`config.mk`:
```
export PLATFORM = sky130hd
export DESIGN_NAME = seq_detect_param
export DESIGN_NICKNAME = d
export VERILOG_FILES = /design/src/rtl/seq_detect_param.sv
export SDC_FILE = /design/constraint.sdc
export NUM_CORES = 1
export LEC_CHECK = 0
export ABC_CLOCK_PERIOD_IN_PS = 3000
export BUFFER_PORTS_ARGS = -buffer_cell sky130_fd_sc_hd__buf_2
export CORE_UTILIZATION = 40
export DETAILED_ROUTE_END_ITERATION = 8
export SYNTH_ARGS = -nofsm -noshare
export SYNTH_HDL_FRONTEND = slang
export SYNTH_SLANG_ARGS = --single-unit
```
`constraint.sdc`:
```
create_clock -name clk -period 3 [get_ports clk]
set_clock_uncertainty 0.2 [all_clocks]
set_input_delay 0.15 -clock clk [delete_from_list [all_inputs] [get_ports clk]]
set_output_delay 0.15 -clock clk [all_outputs]
set_load 0.005 [all_outputs]
```
`src/rtl/seq_detect_param.sv`:
```
// seq_detect_param: serial pattern detector with a runtime-loadable pattern and length.
//
// The history holds the most recent bits, with the LSB being the newest one. A hit is
// flagged when the low L bits of the history after the shift equal the low L bits of
// the stored pattern, and at least L bits have been accepted since the last
// reset/load. With OVERLAP=0 the bits that made up a match are not reused.
//
// Ports
//   clk         : single clock, rising edge
//   reset       : asynchronous, active-high
//   x, x_valid  : serial data bit and its qualifier
//   cfg_load    : load strobe for cfg_pattern / cfg_len (also clears history)
//   cfg_pattern : PAT_W-bit pattern, LSB = last-arriving bit
//   cfg_len     : active pattern length L (0 or > PAT_W is illegal -> clamped)
//   cnt_clr     : synchronous clear of match_cnt (wins over a coincident hit)
//   z           : match indication (combinational if MEALY=1, registered pulse otherwise)
//   match_cnt   : saturating match counter
//   cfg_err     : sticky illegal-length flag, cleared only by reset
module seq_detect_param #(
   parameter int PAT_W   = 4,
   parameter int OVERLAP = 1,
   parameter int MEALY   = 0,
   parameter int CNT_W   = 8
) (
   input  logic                       clk,
   input  logic                       reset,
   input  logic                       x,
   input  logic                       x_valid,
   input  logic                       cfg_load,
   input  logic [PAT_W-1:0]           cfg_pattern,
   input  logic [$clog2(PAT_W+1)-1:0] cfg_len,
   input  logic                       cnt_clr,
   output logic                       z,
   output logic [CNT_W-1:0]           match_cnt,
   output logic                       cfg_err
);

   localparam int LEN_W = $clog2(PAT_W + 1);
   localparam logic [LEN_W-1:0] LEN_MAX = LEN_W'(PAT_W);
   localparam logic [LEN_W-1:0] LEN_RST = LEN_W'((PAT_W < 4) ? PAT_W : 4);

   // Reset pattern is 4'b1011 truncated or zero-extended to PAT_W.
   function automatic logic [PAT_W-1:0] pat_rst_val();
      logic [3:0]       base;
      logic [PAT_W-1:0] p;
      base = 4'b1011;
      p    = '0;
      for (int i = 0; i < PAT_W && i < 4; i++) p[i] = base[i];
      return p;
   endfunction

   localparam logic [PAT_W-1:0] PAT_RST = pat_rst_val();

   logic [PAT_W-1:0] hist;
   logic [PAT_W-1:0] hist_nxt;
   logic [PAT_W-1:0] pat;
   logic [PAT_W-1:0] mask;
   logic [LEN_W-1:0] fill;
   logic [LEN_W-1:0] fill_nxt;
   logic [LEN_W-1:0] len;
   logic             accept;
   logic             hit;
   logic             len_bad;
   logic             z_q;
   logic             hist_unused;

   // The oldest history bit is shifted out before it can ever be compared.
   assign hist_unused = hist[PAT_W-1];

   always_comb begin
      accept   = x_valid & ~cfg_load;
      hist_nxt = {hist[PAT_W-2:0], x};
      fill_nxt = (fill == LEN_MAX) ? fill : fill + 1'b1;
      mask     = '0;
      for (int i = 0; i < PAT_W; i++) mask[i] = (LEN_W'(i) < len);
      hit      = accept & (fill_nxt >= len) & (((hist_nxt ^ pat) & mask) == '0);
      len_bad  = (cfg_len == '0) || (cfg_len > LEN_MAX);
   end

   always_ff @(posedge clk or posedge reset) begin
      if (reset) begin
         hist    <= '0;
         fill    <= '0;
         z_q     <= 1'b0;
         pat     <= PAT_RST;
         len     <= LEN_RST;
         cfg_err <= 1'b0;
      end else if (cfg_load) begin
         // x is ignored on a load edge; history restarts empty under the new config.
         hist    <= '0;
         fill    <= '0;
         z_q     <= 1'b0;
         pat     <= cfg_pattern;
         len     <= len_bad ? LEN_MAX : cfg_len;
         cfg_err <= cfg_err | len_bad;
      end else if (accept) begin
         hist <= hist_nxt;
         fill <= (hit && (OVERLAP == 0)) ? '0 : fill_nxt;
         z_q  <= hit;
      end else begin
         z_q  <= 1'b0;
      end
   end

   always_ff @(posedge clk or posedge reset) begin
      if (reset) begin
         match_cnt <= '0;
      end else if (cnt_clr) begin
         match_cnt <= '0;
      end else if (hit && (match_cnt != '1)) begin
         match_cnt <= match_cnt + 1'b1;
      end
   end

   // Mealy output is gated by reset so it is guaranteed low while reset is held.
   assign z = (MEALY != 0) ? (hit & ~reset) : z_q;

endmodule

```
* After elaboration in Yosys (flattened, before gate mapping)
Cells that the tools add are included.
** Cells by class
- Add/sub/neg operators :: 2
- Multiply operators :: 0
- Div/mod/pow operators :: 0
- Order comparisons :: 6
- Equality and inequality tests :: 2
- Shifts and indexed selects :: 0
- Mux-type cells :: 10
- Bitwise operators :: 7
- Reduce and logical (&&, ||, !) cells :: 6
** Operators by type and width (count)
- 3-bit two-way mux :: 6
- 8-bit two-way mux :: 2
- 8-bit by 1-bit adder with 8-bit output (second input constant) :: 1
- 8-bit != test (second input constant) :: 1
- 1-bit by 3-bit < comparator with 1-bit output (first input constant) :: 2
- 2-bit by 3-bit < comparator with 1-bit output (first input constant) :: 2
- 4-bit bitwise AND :: 1
- 4-bit logical NOT :: 1
- 2-bit nonzero test :: 2
- 4-bit XOR :: 1
- 3-bit by 1-bit adder with 3-bit output (second input constant) :: 1
- 1-bit bitwise AND :: 3
- 3-bit == test (second input constant) :: 1
- 3-bit greater-or-equal comparator :: 1
- 3-bit > comparator (second input constant) :: 1
- 3-bit logical NOT :: 1
- 1-bit two-way mux :: 2
- 1-bit logical AND :: 1
- 1-bit logical OR :: 1
- 1-bit NOT :: 1
- 1-bit OR :: 1
** Word-level totals
- Bits in registers :: 23
- Bits in latches :: 0
- RAM bits :: 0
- Memory bits (read-only) :: 0
- Bits of input ports :: 13
- Memories :: 0

* Longest topological paths before layout
Gate-level depths: netlist of the first run.
- Depth after elaboration :: 8
- Depth in mapped cells :: 12
- Gate-level depth less buffers :: 11

* Least setup slack after synthesis of the first run
Ideal clock, no wire load.
- Path kind :: register to register
- Start :: register fill[0]
- End :: register match_cnt[5]
- Setup time :: 0.128 ns
- Data arrival time :: 2.034 ns
- Slack :: 0.638 ns
- Cell stages (with the launch flop) :: 12
- Buffers on the path :: 1
- Clock period less this slack :: 2.362 ns
- Path through :: dfrtp_1 -> inv_1 -> ha_1 -> nand2_1 -> xnor2_1 -> ha_1 -> nor2b_1 -> o21ai_0 -> nand3_1 -> buf_2 -> nor3_1 -> mux2_1
** Between the ends
- Cells in the longest elaborated chain, start to end :: 7
- Elaborated cells on any way between the ends :: 8
- Classes of those cells :: add/sub: 1; order compare: 1; eq/ne: 1; mux: 1; bitwise: 2; reduce/logical: 2
** RTL lines
- start, declared :: line 58 : logic [LEN_W-1:0] fill;
- start signal, assigned :: line 98 : fill <= (hit && (OVERLAP == 0)) ? '0 : fill_nxt;
- 3-bit by 1-bit adder with 3-bit output / 3-bit == test (equally long branches) :: line 73 : fill_nxt = (fill == LEN_MAX) ? fill : fill + 1'b1;
- 3-bit two-way mux * :: line 73
- 3-bit greater-or-equal comparator * :: line 76 : hit = accept & (fill_nxt >= len) & (((hist_nxt ^ pat) & mask) == '0);
- 1-bit bitwise AND * (2 in series) :: line 76
- 1-bit logical AND * :: line 110 : end else if (hit && (match_cnt != '1)) begin
- 2-bit nonzero test (no line) *
- end signal, assigned :: line 111 : match_cnt <= match_cnt + 1'b1;
- end, declared :: line 34 : output logic [CNT_W-1:0] match_cnt,
Every way passes the cells marked *; elsewhere a longest branch is shown, timed or not.
A chain may end at the register's enable or synchronous reset.

* Final worst setup path of the first run
- Start :: register fill[0]
- End :: register match_cnt[3]
Same word-level chain as after synthesis.

==> results.txt, run 1 <==
----------------------------------------------------
[Flow run]
  Max-cap check violation count ... 0

[Route]
  Drt drc ... 1
  Max Used Layer ... met4
  Aggregate routed wire length ... approximately 2.5 mm
  Antenna Violating Nets Remaining ... 0
  Initial DRC count ... 31
  Via count normalized by instance count ... 5.27
  Met1 Routed Length ... 1.16 mm
  First-pass iteration count of the detailed router ... 8
  Routed wl met2 ... around 1.2 mm
  Met3 layer wire length in the routed design ... about 57 microns
  Routed wire per std cell ... about 13 microns
  Via total after detailed routing ... approximately 990

[STA]
  Unrepaired setup endpoints after global routing ... false
  Hold Violations, Final ... 0
  Worst slew pin tran ... between 0.8 and 0.9 ns
  Portion of the clock cycle consumed by the worst path in the final layout ... roughly 91%
  Sum of negative setup slack ... 0 ns
  Shortest period the worst path allows ... 2.73 ns
  Total count of max-transition violations in the final report ... 0
  FMAX ... 367 MHz
  Number of failing setup endpoints in the final timing report ... 0
  Max transition margin ... a little over two fifths

[Cells and area]
  Final net count ... about 180
  Finished layout cell area ... around 0.0015 sq mm
  Fraction of final layout cells with drive strength greater than 1 ... between 20% and 30%
  Filler Cell Count ... between 200 and 300
  Antenna fix cells ... 0
  Signed area change from the synthesized netlist to the final layout ... 20.3%

[Worst setup path]
  Count of cells along the worst register-to-register path ... 10
  R2R Setup Slk ... around 0.27 ns
  Worst Path Required ... 3.04 ns
  Top fanout value on the critical path ... 11
  Startpoint kind of the worst setup timing path ... flip-flop
  Category of the critical setup timing path ... reg -> reg
  Data arrival at the endpoint of the critical path ... ~2.8 ns
  Critical path endpoint category ... flip-flop

[Floorplan]
  Starting density of the core ... a little over two fifths
  X dimension of the die ... approximately 58 microns
  Area of the placeable core ... roughly 0.0029 sq mm
  Count of standard-cell rows ... 19
  Number of top-level design ports ... 23
  Height of the die ... ~58 microns
  Area of the die ... 0.00332 sq mm

[Placed design]
  Routability cong. ... between 0.7 and 0.8
  Total cell area at the placement stage ... around 0.0014 sq mm
  Port buffer count ... 22
  Estimated wirelength of the detail-placed design ... around 1.7 mm

[Yosys]
  Number of nets produced by synthesis ... 146
  Register bit total from synthesis ... 23
  Most numerous cell types in the synthesized netlist ... dfrtp_1, nor2_1, inv_1
  Number of standard cells after synthesis ... approximately 130
  Most numerous cell in the Yosys netlist ... dfrtp_1
  Synth area leader ... dfrtp_1
  Area of the mapped netlist ... around 0.0012 sq mm
  Top-area cell type share of the netlist area ... between 30% and 40%
  Warnings, synthesis ... 0
  Async set-reset flop share out of synthesis ... 100%
  Synth unique cells ... 30
  Most used flip-flop cell after synthesis ... dfrtp_1
  Dominant cells by area after synthesis ... dfrtp_1, dfstp_2, ha_1
  Number of enable-type register cells in the synthesized netlist ... 0
  Part of the Yosys area used for sequential elements ... roughly 47%
  Average size of a mapped cell ... 9.81 sq um

[Clocking]
  Clock tree from TritonCTS ... built
  Clock-pin slew on the worst setup and hold paths ... about 0.12 ns
  Number of H-tree levels ... 1
  Root Buffer Master ... clkbuf_4
  Source-to-sink clock delay at the later pin of the worst-skew pair ... between 0.3 and 0.4 ns
  Clock sink count ... 23
  Post-cts sizing count ... 0
  Number of clock buffers inserted by TritonCTS ... 3
  Number of buffers between clock root and the deepest sink ... 2
  Post CTS Setup Buffer Count ... 0
  Cts-stage hold buffer count ... 10

[Global route]
  Global router's overall resource usage ... 17.1%
  Antenna violations before repair ... 0
  Vias in the first global route ... 986
  Global-route wire length before repair ... about 4.3 mm
  Global route total overflow ... 0
  Pin count of the biggest net entering global routing ... 24

[Run status]
  Failing checks ... DRC
  Run status ... finished with violations

[Min path]
  Hold Path Class ... in -> reg
  Min-Delay Path Depth ... 2

[Power and ir drop]
  Static leakage ... 0.751 nW
  Peak VDD IR ... ~0.29 mV
  PD cells ... 387 mW/mm^2

----------------------------------------------------
[routing by layer]
layer  vias to the layer above  global-route usage, %
li1                        492                      -
met1                       469                   22.3
met2                        17                   27.4
met3                         8                   2.04
met4                         0                   9.76
met5                         -                      0
[cell usage in the layout, fill, tap and decap left out]
master         synthesis  routed
nand3_1                6       6
a311oi_1               1       1
or2_2                  2       2
o31ai_1                3       3
inv_2                  1       1
o21ai_0                3       3
a21o_1                 2       2
nor3_1                 1       1
buf_2                  1      22
mux2i_1                5       5
clkbuf_4               0       3
nand2_1                6       6
clkbuf_1               4       1
xor2_1                 4       4
ha_1                   7       7
a222oi_1               1       1
o22ai_1                2       2
mux2_1                 2       2
dfrtp_1               19      19
or3_1                  4       4
mux2_2                 4       4
nand2b_1               1       1
xnor2_1                2       2
nor2_1                12      12
or4_1                  1       1
and3_1                 4       4
nor2b_1                4       4
inv_1                 10      10
dfstp_2                4       4
a21oi_1                9       9
dlygate4sd3_1          0      10
[through the flow]
step	setup WS, ns	std cells	total power [mW]	utilization, %	hold WS, ns
global route	0.0199	187	0.613	52.1	0.0152
floorplan	0.638	126	0.406	-	-0.0510
global placement	0.439	173	0.426	47.7	0.177
CTS	0.264	187	0.584	52.1	0.00657
finish	0.275	187	0.576	52.1	0.00713
detailed placement	0.309	173	0.430	47.7	0.185
[area by class of cell]
class | count | area [sq um] | share of cell area, %
clock buffer | 4 | 26.3 | 1.77
inverter | 11 | 41.3 | 2.78
tap | 31 | 38.8 | 2.61
multi-input combinational | 86 | 591 | 39.7
timing repair buffer | 32 | 210 | 14.1
sequential | 23 | 581 | 39.0
[logic make-up (layout without fill, tap and decap cells)]
logic type | count (synthesis) | count (layout) | share of synthesized area (%)
xor gates and xnor gates | 6 | 6 | 4.25
AOI/OAI and AO/OA | 21 | 21 | 10.4
DFF | 23 | 23 | 47.0
adders and majority gates | 7 | 7 | 7.08
buffers and inverters | 17 | 47 | 5.26
muxes | 11 | 11 | 9.51
and+or+nand+nor | 41 | 41 | 16.5
[registers in the layout (all words and copies together) (netlist names)]
| register | count |
|---|---|
| match_cnt | 8 |
| hist | 3 |
| z | 1 |
| cfg_err | 1 |
| fill | 3 |
| pat | 4 |
| len | 3 |
[critical path, cell delays in order, from the launching register on]
cell and delay (ns):
dfrtp_1 0.43, inv_1 0.11, ha_1 0.17, nand2_1 0.08, xnor2_1 0.14, ha_1 0.27
nor2b_1 0.04, o21ai_0 0.17, nand3_1 0.29, or4_1 0.59, a21oi_1 0.17
[report_power, final]
part	switching, mW	total [mW]	internal, mW
Sequential	0.0132	0.342	0.328
Combinational	0.0439	0.0905	0.0465
Clock	0.0916	0.144	0.0519
Total	0.149	0.576	0.427
[path summary, 6_finish.rpt]
| kind | startpoint | end |
|---|---|---|
| min in group asynchronous | reset | len[1] |
| hold / removal | cfg_load | hist[0] |
| hold reg to reg | cfg_err | cfg_err |
| setup reg to reg | fill[0] | match_cnt[3] |
| setup / recovery | fill[0] | match_cnt[3] |
| max in group asynchronous | reset | match_cnt[6] |
(Power assumes the default switching activity.)
==> run 2, diff against run 1 <==
--- a/config.mk
+++ b/config.mk
@@ -7,8 +7,11 @@
 export LEC_CHECK = 0
 export ABC_CLOCK_PERIOD_IN_PS = 3000
 export BUFFER_PORTS_ARGS = -buffer_cell sky130_fd_sc_hd__buf_2
-export CORE_UTILIZATION = 40
+export CELL_PAD_IN_SITES_DETAIL_PLACEMENT = 0
+export CELL_PAD_IN_SITES_GLOBAL_PLACEMENT = 2
+export CORE_UTILIZATION = 33
 export DETAILED_ROUTE_END_ITERATION = 8
+export PLACE_DENSITY_LB_ADDON = 0.1
 export SYNTH_ARGS = -nofsm -noshare
 export SYNTH_HDL_FRONTEND = slang
 export SYNTH_SLANG_ARGS = --single-unit
==> run 2 against run 1 <==
The flow now finishes without violations; largest power group unchanged; fmax is 1.3% higher; hold slack gained 0.025 ns; count of clock-buffer cells in the layout shrank 1; die area up 20%; largest cell class unchanged; routed wire length shrank 2.4%; final area increased by 2.1%; sequential share of layout area down 0.80 points; critical path type unchanged; critical path depth unchanged; critical endpoint unchanged; sequential power hardly changed; via count shrank 2.2%; first-iteration DRC count is 77% higher.
==> results.txt, run 2 (synthesis results as in run 1) <==
----------------------------------------------------
[Global route]
  Antenna violations before repair ... 0 (unchanged)
  Pin count of the biggest net entering global routing ... 24 (unchanged)
  Vias in the first global route ... 899 (-8.8%)
  Global-route wire length before repair ... 4.15 mm (-4.0%)
  Global route total overflow ... 0 (unchanged)
  Global router's overall resource usage ... 13.3% (-3.8 points)

[Clocking]
  Root Buffer Master ... clkbuf_8
  Source-to-sink clock delay at the later pin of the worst-skew pair ... 0.27 ns (-0.04 ns)
  Cts-stage hold buffer count ... 9 (-1)
  Clock tree from TritonCTS ... built
  Post-cts sizing count ... 0 (unchanged)
  Number of buffers between clock root and the deepest sink ... 2 (unchanged)
  Number of H-tree levels ... 1 (unchanged)
  Clock-pin slew on the worst setup and hold paths ... 0.09 ns (-0.03 ns)
  Number of clock buffers inserted by TritonCTS ... 3 (unchanged)
  Clock sink count ... 23 (unchanged)
  Post CTS Setup Buffer Count ... 0 (unchanged)

[Worst setup path]
  Count of cells along the worst register-to-register path ... 10 (unchanged)
  Crit path launch ... fill[0]
  Launching point of the worst reg2reg path ... fill[0]
  Destination of the critical timing path ... match_cnt[3]
  Data arrival at the endpoint of the critical path ... 2.68 ns (-0.09 ns)
  Critical path endpoint category ... flip-flop
  Endpoint of the worst register-to-register path ... match_cnt[3]
  Category of the critical setup timing path ... reg -> reg
  Startpoint kind of the worst setup timing path ... flip-flop
  Worst Path Required ... 2.99 ns (-0.05 ns)
  R2R Setup Slk ... 0.31 ns (+0.03 ns)
  Top fanout value on the critical path ... 11 (unchanged)

[Floorplan]
  Count of standard-cell rows ... 21 (+2)
  Starting density of the core ... 35.6% (-7.7 points)
  Height of the die ... 63.2 microns (+9.7%)
  Area of the die ... 0.00399 sq mm (+20%)
  Number of top-level design ports ... 23 (unchanged)
  X dimension of the die ... 63.2 microns (+9.7%)
  Area of the placeable core ... 0.00347 sq mm (+22%)

[Min path]
  Hold Path Class ... in -> reg

[Power and ir drop]
  PD cells ... 412 mW/mm^2 (+6.4%)
  Internal power consumption ... 0.468 mW (+9.6%)
  Clk pwr share ... 31.1% (+6.2 points)
  Peak VDD IR ... 0.144 mV (-50%)
  Static leakage ... 0.753 nW (+0.34%)
  Fraction of power spent switching nets ... 25.2% (-0.62 points)
  Fraction of power consumed by sequential logic ... 54.6% (-4.7 points)
  Relative contribution of combinational cells to total power ... 14.3% (-1.4 points)
  Net Sw Power ... 0.158 mW (+6.1%)

[STA]
  Worst slew pin tran ... 0.879 ns (+0.0200 ns)
  Max transition margin ... 41.4% (-1.3 points)
  Final WS setup ... 0.309 ns (+0.0343 ns)
  Unrepaired setup endpoints after global routing ... false
  Hold Violations, Final ... 0 (unchanged)
  Shortest period the worst path allows ... 2.69 ns (-0.0343 ns)
  Number of failing setup endpoints in the final timing report ... 0 (unchanged)
  Portion of the clock cycle consumed by the worst path in the final layout ... 89.7% (-1.1 points)
  FMAX ... 372 MHz (+1.3%)
  Total count of max-transition violations in the final report ... 0 (unchanged)
  Sum of negative setup slack ... 0 ns (unchanged)

[Cells and area]
  Top register by number of flip-flops ... match_cnt
  Final std cells w/o fill ... 201 (+7.5%)
  Fraction of final layout cells with drive strength greater than 1 ... 23.9% (+0.79 points)
  Antenna fix cells ... 0 (unchanged)
  Signed area change from the synthesized netlist to the final layout ... 22.9%
  Number of flip-flops under the largest register name ... 8 (unchanged)
  Largest registers in the final layout ... match_cnt: 8 flops, pat: 4 flops
  Final net count ... 176 (-0.56%)
  Most frequent standard cell in the layout excluding fill and tap cells ... buf_2
  Leading cell types in the layout, fill and taps excluded ... buf_2, dfrtp_1, nor2_1, inv_1

[Placed design]
  Placement-stage worst setup slack ... 0.337 ns (+0.0274 ns)
  Port buffer count ... 22 (unchanged)
  Cell count after placement ... 188 (+8.7%)
  Routability cong. ... 0.689 (-6.8%)
  Estimated wirelength of the detail-placed design ... 1.77 mm (+5.3%)

[Route]
  First-pass iteration count of the detailed router ... 4 (-4)
  Routed wire per std cell ... 11.9 microns (-9.2%)
  Initial DRC count ... 55 (+77%)
  Aggregate routed wire length ... 2.39 mm (-2.4%)
  Antenna Violating Nets Remaining ... 0 (unchanged)
  Via count normalized by instance count ... 4.80 (-9.0%)
  Drt drc ... 0 (-1)
  Via total after detailed routing ... 964 (-2.2%)

[Flow run]
  Max-cap check violation count ... 0 (unchanged)

[Run status]
  Run status ... completed

----------------------------------------------------
## run 2: power groups by stage
stage          Clock (mW)  Sequential, mW  Combinational (mW)
2_1_floorplan           0           0.344              0.0619
3_3_place_gp            0           0.347              0.0809
3_5_place_dp            0           0.348              0.0820
4_1_cts             0.206           0.342              0.0910
5_1_grt             0.224           0.344               0.103
6_report            0.195           0.342              0.0892
## run 2: per-stage QoR
step                      utilization, %  power [mW]  cell area (sq um)  hold WS (ns)
after CTS                           43.8       0.639               1520        0.0347
after global placement              39.8       0.428               1380         0.183
after floorplan                        -       0.406               1240       -0.0510
after global routing                43.8       0.671               1520        0.0581
final                               43.8       0.626               1520        0.0321
after detailed placement            39.8       0.430               1380         0.187
## run 2: critical path, stage by stage (launching register included)
cell and delay (ns):
dfrtp_1 0.41, inv_1 0.10, ha_1 0.17, nand2_1 0.08, xnor2_1 0.14, ha_1 0.27
nor2b_1 0.04, o21ai_0 0.17, nand3_1 0.31, or4_1 0.58, a21oi_1 0.15
## run 2: final cells by class
| class | instances | area, sq um |
|---|---|---|
| clock inverters | 1 | 7.51 |
| repair buffers | 31 | 200 |
| fillers | 368 | 1950 |
| clock buffers | 3 | 41.3 |
| multi-input cells | 86 | 591 |
| well taps | 46 | 57.6 |
| inverters | 11 | 41.3 |
| flip-flops and latches | 23 | 581 |
## run 2: how the worst min path moves through the flow
stage	start	end	slack, ns	cells past startpoint
global route	cfg_len[2]	len[2]	0.06	4
floorplan	reset	cfg_err	-0.05	1
CTS	cfg_len[2]	len[2]	0.03	4
finish	cfg_len[2]	len[2]	0.03	4
detailed placement	reset	pat[2]	0.19	2
global placement	reset	pat[2]	0.18	2
## run 2: metal layers
layer / up-vias / global-route usage, % / share of wire, %
met1: 444 / 19.3 / 54
met3: 5 / 2.72 / 4.6
li1: 489 / - / -
met4: 0 / 5.11 / 1.5
met2: 26 / 19.2 / 40
met5: - / 0 / 0
